File: config.mk
export PLATFORM = sky130hd
export DESIGN_NAME = dice_seq_tracker
export DESIGN_NICKNAME = d
export VERILOG_FILES = /design/src/rtl/dice_seq_tracker.sv
export SDC_FILE = /design/constraint.sdc
export NUM_CORES = 1
export LEC_CHECK = 0
export ABC_AREA = 1
export ABC_CLOCK_PERIOD_IN_PS = 4030
export CAP_MARGIN = 20
export CORE_ASPECT_RATIO = 0.5
export CORE_MARGIN = 2
export CORE_UTILIZATION = 30
export DETAILED_ROUTE_END_ITERATION = 10
export PLACE_DENSITY = 0.49
export SKIP_LAST_GASP = 1
export SYNTH_ARGS = -nofsm -noshare
export SYNTH_HDL_FRONTEND = slang
export SYNTH_SLANG_ARGS = --single-unit
File: constraint.sdc
create_clock -name clk -period 4.03 [get_ports clk]
set_input_delay 1.209 -clock clk [delete_from_list [all_inputs] [get_ports clk]]
set_output_delay 1.209 -clock clk [all_outputs]
set_load 0.005 [all_outputs]
File: src/rtl/dice_seq_tracker.sv
// Tracks a transmitter stepping through the dice successor map, locks after a run of correct
// predictions and flywheels through mispredictions. Optional error counter: DICE_SEQ_TRACKER_ERRCNT_EN.
module dice_seq_tracker #(
  parameter int LOCK_COUNT = 2,
  parameter int MISS_LIMIT = 2
) (
  input  logic       clk,
  input  logic       rst,
  input  logic       sample_valid,
  input  logic [2:0] sample,
  output logic       locked,
  output logic       error,
  output logic [2:0] expected,
  output logic [1:0] orbit,
  output logic [1:0] phase,
  output logic [7:0] err_count
);

  typedef enum logic [1:0] {
    HUNT   = 2'd0,
    CHECK  = 2'd1,
    LOCKED = 2'd2
  } state_t;

  localparam logic [2:0] LOCK_N = 3'(LOCK_COUNT);
  localparam logic [2:0] MISS_N = 3'(MISS_LIMIT);

  function automatic logic [2:0] succ(input logic [2:0] v);
    logic [2:0] r;
    case (v)
      3'd0:    r = 3'd2;
      3'd1:    r = 3'd7;
      3'd2:    r = 3'd5;
      3'd3:    r = 3'd3;
      3'd4:    r = 3'd1;
      3'd5:    r = 3'd6;
      3'd6:    r = 3'd0;
      3'd7:    r = 3'd4;
      default: r = 3'd0;
    endcase
    return r;
  endfunction

  // Returns {orbit, phase} for a value on the successor map.
  function automatic logic [3:0] orbit_phase(input logic [2:0] v);
    logic [3:0] r;
    case (v)
      3'd0:    r = {2'd0, 2'd0};
      3'd2:    r = {2'd0, 2'd1};
      3'd5:    r = {2'd0, 2'd2};
      3'd6:    r = {2'd0, 2'd3};
      3'd1:    r = {2'd1, 2'd0};
      3'd7:    r = {2'd1, 2'd1};
      3'd4:    r = {2'd1, 2'd2};
      3'd3:    r = {2'd2, 2'd0};
      default: r = 4'd0;
    endcase
    return r;
  endfunction

  state_t     r_state;
  state_t     w_state_nxt;
  logic [2:0] r_track, w_track_nxt;
  logic [2:0] r_match_cnt, w_match_nxt;
  logic [2:0] r_miss_cnt, w_miss_nxt;
  logic       w_err_nxt;
  logic [2:0] w_pred;
  logic [3:0] w_op_nxt;
  logic       r_locked, r_error;
  logic [2:0] r_expected;
  logic [1:0] r_orbit, r_phase;

  assign w_pred   = succ(r_track);
  assign w_op_nxt = orbit_phase(w_track_nxt);

  // Next-state logic; nothing moves unless a valid sample arrives.
  always_comb begin
    w_state_nxt = r_state;
    w_track_nxt = r_track;
    w_match_nxt = r_match_cnt;
    w_miss_nxt  = r_miss_cnt;
    w_err_nxt   = 1'b0;
    if (sample_valid) begin
      case (r_state)
        HUNT: begin
          w_track_nxt = sample;
          w_match_nxt = 3'd0;
          w_state_nxt = CHECK;
        end
        CHECK: begin
          w_track_nxt = sample;
          if (sample == w_pred) begin
            w_match_nxt = r_match_cnt + 3'd1;
            if (r_match_cnt + 3'd1 == LOCK_N) begin
              w_state_nxt = LOCKED;
              w_miss_nxt  = 3'd0;
            end else begin
              w_state_nxt = CHECK;
            end
          end else begin
            w_match_nxt = 3'd0;
          end
        end
        LOCKED: begin
          if (sample == w_pred) begin
            w_track_nxt = sample;
            w_miss_nxt  = 3'd0;
          end else begin
            // Flywheel: assume the transmitter advanced even though we missed it.
            w_err_nxt   = 1'b1;
            w_track_nxt = w_pred;
            w_miss_nxt  = r_miss_cnt + 3'd1;
            if (r_miss_cnt + 3'd1 == MISS_N) begin
              w_state_nxt = HUNT;
            end else begin
              w_state_nxt = LOCKED;
            end
          end
        end
        default: begin
          w_state_nxt = HUNT;
        end
      endcase
    end else begin
      w_err_nxt = 1'b0;
    end
  end

  // State and registered outputs.
  always_ff @(posedge clk) begin
    if (rst) begin
      r_state     <= HUNT;
      r_track     <= 3'd0;
      r_match_cnt <= 3'd0;
      r_miss_cnt  <= 3'd0;
      r_locked    <= 1'b0;
      r_error     <= 1'b0;
      r_expected  <= 3'd2;
      r_orbit     <= 2'd0;
      r_phase     <= 2'd0;
    end else begin
      r_state     <= w_state_nxt;
      r_track     <= w_track_nxt;
      r_match_cnt <= w_match_nxt;
      r_miss_cnt  <= w_miss_nxt;
      r_locked    <= (w_state_nxt == LOCKED);
      r_error     <= w_err_nxt;
      r_expected  <= succ(w_track_nxt);
      r_orbit     <= (w_state_nxt == LOCKED) ? w_op_nxt[3:2] : 2'd0;
      r_phase     <= (w_state_nxt == LOCKED) ? w_op_nxt[1:0] : 2'd0;
    end
  end

`ifdef DICE_SEQ_TRACKER_ERRCNT_EN
  logic [7:0] r_err_count;

  // Saturating count of error pulses.
  always_ff @(posedge clk) begin
    if (rst) begin
      r_err_count <= 8'd0;
    end else if (w_err_nxt && (r_err_count != 8'd255)) begin
      r_err_count <= r_err_count + 8'd1;
    end else begin
      r_err_count <= r_err_count;
    end
  end

  assign err_count = r_err_count;
`else
  assign err_count = 8'd0;
`endif

  assign locked   = r_locked;
  assign error    = r_error;
  assign expected = r_expected;
  assign orbit    = r_orbit;
  assign phase    = r_phase;

endmodule

======== Word level (Yosys, flattened, before mapping) ========
Memory sizes are Yosys's and may differ from the RTL's. A register that Yosys moved wholly into a read port is not among the register bits.
Index checks and enable logic that the tools add are counted.
storage, ports and cells
  bits in registers ....................... 13
  memory bits (read-only) ................. 80
  input port bits ......................... 6
  output and inout port bits .............. 17
  logic and storage cells ................. 47
  memories ................................ 3
cells by class
  $add $sub $neg .......................... 2
  eq/ne operators ......................... 8
  muxes and demuxes ....................... 17
  bitwise operators ....................... 3
  reduce and logical (&&, ||, !) cells .... 8
memory list
  memory            words  width  rd ports  clocked after Yosys merged registers in  write ports  RTL line  text
  (name not given)  8      4      1         1                                        0            47        case (v)
  (name not given)  8      3      1         1                                        0            30        case (v)
  (name not given)  8      3      1         1                                        0            30
operators with widths
  kind                   count
  $mux W3                7
  $pmux W3 S2            3
  $mux W2                5
  $add A3 B1 Y3 const B  2
  $eq A3 B2 Y1 const B   2
  $pmux W2 S3            1
  $eq A2 B2 Y1 const B   2
  $ne A2 B2 Y1 const B   2
  $reduce_and A4 Y1      1
  $reduce_bool A2 Y1     2
  $reduce_or A2 Y1       2
  $eq A3 B3 Y1           1
  $not A1 Y1             3
  $reduce_or A3 Y1       1
  $eq A2 B1 Y1 const B   1
  $logic_not A2 Y1       1
  $reduce_and A2 Y1      1
  $mux W1                1

======== Longest topological paths before layout ========
Gate-level depths: netlist (run 1).
  depth after elaboration ................. 9
  depth in mapped cells ................... 12
  depth with buffers taken out ............ 12

======== Least setup slack after synthesis (run 1) ========
Ideal clock, no wire load.
  kind .................................... input to register
  start point ............................. in sample_valid
  end point ............................... reg r_orbit[0], in the netlist orbit[0]
  setup time .............................. 0.078 ns
  data arrival time ....................... 2.364 ns
  data required time ...................... 3.952 ns
  path slack .............................. 1.588 ns
  stages .................................. 9
  path buffers ............................ 0
  path through ............................ inv_1 nor2_2 nand2_1 nand3_2 inv_1 ha_1 o21ai_1 inv_1 nor3_1
on the way
  elaborated cells between the ends (all ways) .. 5
  classes of those cells .................. eq/ne: 1; mux: 2; bitwise: 1; reduce/logical: 1
RTL lines
  item                  RTL line  text
  start, declared       9         input logic sample_valid,
  $mux W3               83        if (sample_valid) begin
  via w_track_nxt[0]    63        logic [2:0] r_track, w_track_nxt;
  end signal, assigned  149       r_orbit <= (w_state_nxt == LOCKED) ? w_op_nxt[3:2] : 2'd0;
  end, declared         71        logic [1:0] r_orbit, r_phase;
The timed path passes the listed nets, and every way through them passes these cells.
A chain may end at the register's enable or synchronous reset.

======== Worst setup path in the final report (run 1) ========
Same ends and word-level chain as after synthesis.

==> results of run 1 <==
## layer usage
metal	wire [µm]	GRT usage, %	up-vias	part of all wire (%)
met5	0	0	-	0
met4	17	2.08	0	0.70
met3	66	2.87	2	2.7
met2	1130	18.8	12	46
met1	1220	12.8	483	50
li1	-	-	587	-
## placed cells by master (no fill, tap or decap), drive strengths merged
master / instances
o21ai: 7
nand4: 1
inv: 34
nor2: 22
a21oi: 5
conb: 8
nor3: 5
or2: 1
clkdlybuf4s50: 14
nand3: 12
a31oi: 1
clkbuf: 3
ha: 12
clkinv: 1
nand2: 54
dfxtp: 23
xor2: 1
## worst max-delay path: cells and delay by family
kind | cells | cell delay (ns)
simple gates | 4 | 0.71
fa+ha+maj | 1 | 0.32
buf+inv | 4 | 0.81
compound gates | 1 | 0.13
## stage by stage
stage          utilization (%)  instances  power, mW  setup slack, ns
6_report                  35.8        261      0.501             1.03
5_1_grt                   35.8        261      0.542            0.903
4_1_cts                   35.8        261      0.512             1.04
3_5_place_dp              34.7        257      0.367            0.762
3_3_place_gp              34.7        257      0.367            0.835
2_1_floorplan                -        195      0.336             1.59
## cells by family (layout without fill, tap and decap cells)
| family | count (synthesis) | in the layout | synth area share (%) |
|---|---|---|---|
| simple gates | 95 | 95 | 33.5 |
| buf+inv | 43 | 52 | 14.5 |
| flops | 23 | 23 | 34.8 |
| compound gates | 13 | 13 | 5.01 |
| fa+ha+maj | 12 | 12 | 11.3 |
| other cells | 1 | 8 | 0.283 |
| xor+xnor | 1 | 1 | 0.662 |
## worst max-delay path by stage
| stage | from | end | slack (ns) |
|---|---|---|---|
| 3_5_place_dp | sample_valid | orbit[0] | 0.76 |
| 3_3_place_gp | sample_valid | orbit[0] | 0.84 |
| 4_1_cts | sample_valid | orbit[0] | 1.04 |
| 5_1_grt | sample_valid | orbit[0] | 0.90 |
| 6_report | sample_valid | orbit[0] | 1.03 |
| 2_1_floorplan | sample_valid | orbit[0] | 1.59 |
## cell type report
| type | count | share of cell area (%) |
|---|---|---|
| multi-input cells | 129 | 45.2 |
| clock inverters | 1 | 0.324 |
| well taps | 57 | 4.62 |
| flip-flops and latches | 23 | 29.8 |
| repair buffers | 14 | 9.08 |
| inverters | 34 | 8.27 |
| clock buffers | 3 | 2.67 |
## sequential cells by signal (all words and copies together) (netlist names)
signal and count:
expected 3, r_state 2, r_track 3, error 1, r_miss_cnt 3, orbit 2, phase 2, r_match_cnt 3
locked 1, w_pred 3
## power by group
| part | leakage, nW | switching, mW | total [mW] | internal (mW) |
|---|---|---|---|---|
| clock network | 0.0255 | 0.0720 | 0.141 | 0.0689 |
| logic | 0.546 | 0.0677 | 0.109 | 0.0412 |
| registers | 0.189 | 0.00823 | 0.251 | 0.243 |
==> results.md, run 1 <==
- Status: finished, final reports clean
- CP max FO: 8
- R2R depth: 11
- Synth area leaders: dfxtp_1 35%, nand2_1 14%, ha_1 11%
- Initial Utilization: 30.7%
- CP Capture Type: register
- Main flop type after synthesis: dfxtp_1
- Final Cycle Share: 74.3%
- First-pass GRT wire length: 4200 µm
- CTS Sinks: 23
- Iter 0 DRT Violations: 44
- Slowest CP cell: clkdlybuf4s50_1
- Critical Path RT: 4.22 ns
- Antenna diode count: 0
- Reg-to-reg endpoint: orbit[0]
- Largest net degree at the start of global routing: 14
- Register bit total from synthesis: 23
- CTS Buf Count: 3
- Finished Cell Area: 1540 µm²
- Minimum clock period: 3.00 ns
- H-tree depth: 1
- Worst-path clk slew: 0.08 ns
- Hold EP: r_match_cnt[2]
- Layout area overhead: 16.6%
- Post-synth EDFFs: 0
- Hold Crit Class: register to register
- Largest area contributor in the netlist: dfxtp_1
- Vias per cell: 4.15
- Total number of vias: 1,084
- Final setup viols: 0
- Slew Limit Fails: 0
- CTS tree: done
- RR Startpoint: r_state[1]
- Tot GR Track Use: 10.5%
- Grt ovf: 0
- Number of library cell types mapped by synthesis: 25
- MaxCap Viol Count: 0
- Die Span X: 97.9 µm
- Setup TNS: 0 ns
- Clk_skew: 0.00277 ns
- Sequential Area: 460 µm²
- Placed inst area: 1500 µm²
- Fillcell total: 476
- Post-synthesis instance total: 188
- DRT antenna net count: 0
- Cell with the most instances after synthesis: nand2_1
- Die Y: 51.0 µm
- Synth Cell Area: 1320 µm²
- CORE AREA: 4320 µm²
- Slowest stage delay, CP: 0.55 ns
- Final hold violation count: 0
- Hold_ws: 0.491 ns
- Post-synth top area share: 34.8%
- Vias in the first global route: 979
- Crit path DAT: 3.19 ns
- Die area: 4990 µm²
- Maximum clock frequency: 0.334 GHz
- Kind of critical path: primary input to register
- Initial antenna violation count: 0
- Final net count: 223
- Commonest cells post-synth: 51 x nand2_1, 31 x inv_1, 23 x dfxtp_1, 18 x nor2_1, 12 x ha_1
- Clock Root Buffer: clkbuf_8
- Reg2Reg Setup Slack: 2.13 ns
- Number of cell rows: 17
- Min-delay src: r_match_cnt[2]
- DP HPWL: 1990 µm
- Yosys warnings: 0
- Number of setup buffers added after CTS: 0
- Post-synth ARST share: 0%
- Hold depth: 2
- Clk buf depth: 2
- Later-pin clock latency in the skew report: 0.26 ns
- CP cell instances: clkdlybuf4s50_1 > inv_1 > nor2_2 > nand2_1 > nand3_2 > inv_1 > ha_1 > o21ai_1 > inv_1 > nor3_1
- RD Place Congestion: 0.852
- Most used cell, CP: inv_1
- DRT Pass-1 Iters: 4
- Startpoint types: primary input
- Fraction of layout cells with a size suffix above 1: 9.31%
- Cell area power density: 325 nW/µm²
- Max VDD drop: 103 µV
- IO buf count: 14
- Drt drc: 0
- RSZ-0062 raised after global routing: false
- I/O pin count: 23
- Sequential area share after synthesis: 34.8%
- Post-Route WL: 2430 µm
- Hold_buf cts: 0
- Leakage power: 0.760 nW
- Post-CTS sizing: 0
- DR WL/cell: 9.32 µm
- Multi-input gate area in the final layout: 698 µm²
- Syn Area/Cell: 7.04 µm²
Note: power is estimated with default switching activity, not from simulation.
==> inputs of run 2 (changes only) <==
--- a/config.mk
+++ b/config.mk
@@ -6,7 +6,7 @@
 export NUM_CORES = 1
 export LEC_CHECK = 0
 export ABC_AREA = 1
-export ABC_CLOCK_PERIOD_IN_PS = 4030
+export ABC_CLOCK_PERIOD_IN_PS = 2900
 export CAP_MARGIN = 20
 export CORE_ASPECT_RATIO = 0.5
 export CORE_MARGIN = 2
==> constraint.sdc (replaced) <==
create_clock -name clk -period 2.9 [get_ports clk]
set_input_delay 0.87 -clock clk [delete_from_list [all_inputs] [get_ports clk]]
set_output_delay 0.87 -clock clk [all_outputs]
set_load 0.005 [all_outputs]
==> run 2 against run 1 <==
Compared with the run above: flip-flop and latch count unchanged; sequential share of layout area down 0.33 points; via count down 1.4%; critical path depth unchanged; clock-buffer cell count unchanged; routed wire length up 1.2%; worst hold slack better by 0.0035 ns; combinational power up 42%; worst setup slack worse by 0.58 ns; die area unchanged; final cell count up 0.77%; sequential power up 39%.
==> results.md, run 2 (synthesis gave the netlist of run 1 again) <==
- Status: finished, final reports clean
- Post-Route WL: 2460 µm
- Total number of vias: 1,069
- Maximum clock frequency: 0.410 GHz
- Layout area overhead: 18.0%
- Final setup viols: 0
- Tot GR Track Use: 11.0%
- Antenna diode count: 0
- Bufs and invs on worst path: 4
- Final net count: 225
- Leakage power: 0.766 nW
- Initial antenna violation count: 0
- Most used cell, CP: inv_1
- Setup TNS: 0 ns
- Final Worst Setup Slack: 0.459 ns
- DRT antenna net count: 0
- Die area: 4990 µm²
- CP cell instances: clkdlybuf4s50_1 > inv_1 > nor2_2 > nand2_1 > nand3_2 > inv_1 > ha_1 > o21ai_1 > inv_1 > nor3_1
- CTS tree: done
- Hold Crit Class: register to register
- Largest net degree at the start of global routing: 15
- Post-Place Cells: 259
- Startpoint types: primary input
- Kind of critical path: primary input to register
- I/O pin count: 23
- Clock Root Buffer: clkbuf_8
- Critical Path RT: 3.10 ns
- Placement Setup Slack: 0.176 ns
- Crit path DAT: 2.64 ns
- CTS Buf Count: 3
- Cell family with most CP delay: buffers and inverters
- Grt ovf: 0
- Cell area power density: 455 nW/µm²
- Die Y: 51.0 µm
- Die Span X: 97.9 µm
- Most frequent cells in the layout: 51 x nand2_1, 31 x inv_1, 23 x dfxtp_1
- Clk_skew: 0.00164 ns
- CP Capture Type: register
- Slew Limit Fails: 0
- DP HPWL: 2000 µm
- DRT Pass-1 Iters: 4
- MaxCap Viol Count: 0
- Later-pin clock latency in the skew report: 0.27 ns
- Slowest CP cell: clkdlybuf4s50_1
- Post-CTS sizing: 0
- Final hold violation count: 0
- CORE AREA: 4320 µm²
- Fraction of layout cells with a size suffix above 1: 10.2%
- Minimum clock period: 2.44 ns
- Hold_buf cts: 0
- DR WL/cell: 9.36 µm
- CP max FO: 6
- RD Place Congestion: 0.841
- Commonest non-fill, non-tap cell in the layout: nand2_1
- Worst-path clk slew: 0.09 ns
- CTS Sinks: 23
- Vias in the first global route: 981
- IO buf count: 14
- Initial Utilization: 30.7%
- First-pass GRT wire length: 4360 µm
- Slowest stage delay, CP: 0.58 ns
- RSZ-0062 raised after global routing: false
- Final Cycle Share: 84.2%
- Drt drc: 0
- Finished Layout Cells: 263
- Number of cell rows: 17
- H-tree depth: 1
- Max VDD drop: 187 µV
- Clk buf depth: 2
- Vias per cell: 4.06
- Iter 0 DRT Violations: 29
- Number of setup buffers added after CTS: 0
## run 2: cell types whose count changed in the layout (fill, tap and decap cells not counted)
cell,change
clkinvlp_4,+1
clkinv_2,-1
buf_4,+2
## run 2: path summary, 6_finish.rpt
check             slack (ns)      startpoint        endpoint  cells past startpoint
hold reg to reg         0.49  r_match_cnt[1]  r_match_cnt[1]                      2
setup reg to reg        1.04      r_state[1]        orbit[0]                     11
setup / recovery        0.46    sample_valid        orbit[0]                     10
hold / removal          0.49  r_match_cnt[1]  r_match_cnt[1]                      2
## run 2: through the flow
stage,hold slack [ns],utilization (%),power [mW],cell area [µm²]
3_5_place_dp,0.481,35.0,0.513,1510
2_1_floorplan,0.458,-,0.467,1350
4_1_cts,0.494,36.2,0.720,1560
5_1_grt,0.525,36.2,0.759,1560
3_3_place_gp,0.472,35.0,0.513,1510
6_report,0.494,36.2,0.711,1560
## run 2: metal layers
metal / up-vias / wire length (µm) / global-route usage, %
met4: 0 / 18 / 2.08
met5: - / 0 / 0
met3: 2 / 72 / 3.28
li1: 589 / - / -
met1: 464 / 1250 / 13.5
met2: 14 / 1120 / 19.5
## run 2: power breakdown
group | total (mW) | switching [mW] | internal (mW) | leakage (nW)
registers | 0.349 | 0.0109 | 0.338 | 0.189
logic | 0.155 | 0.0942 | 0.0605 | 0.556
clock network | 0.208 | 0.110 | 0.0973 | 0.0217
## run 2: final cells by class
type	count	area [µm²]
Tap cell	57	71.3
Sequential cell	23	460
Fill cell	449	2760
Inverter	34	128
Timing Repair Buffer	16	155
Clock buffer	3	41.3
Clock inverter	1	7.51
Multi-Input combinational cell	129	698
## run 2: worst reg2reg max path, stage by stage, from the launching register on
cell     delay, ns
dfxtp_1       0.42
inv_2         0.07
nor2_2        0.17
nand2_2       0.09
inv_2         0.10
nand2_1       0.07
nand3_2       0.12
inv_1         0.11
ha_1          0.30
o21ai_1       0.13
inv_1         0.05
nor3_1        0.15
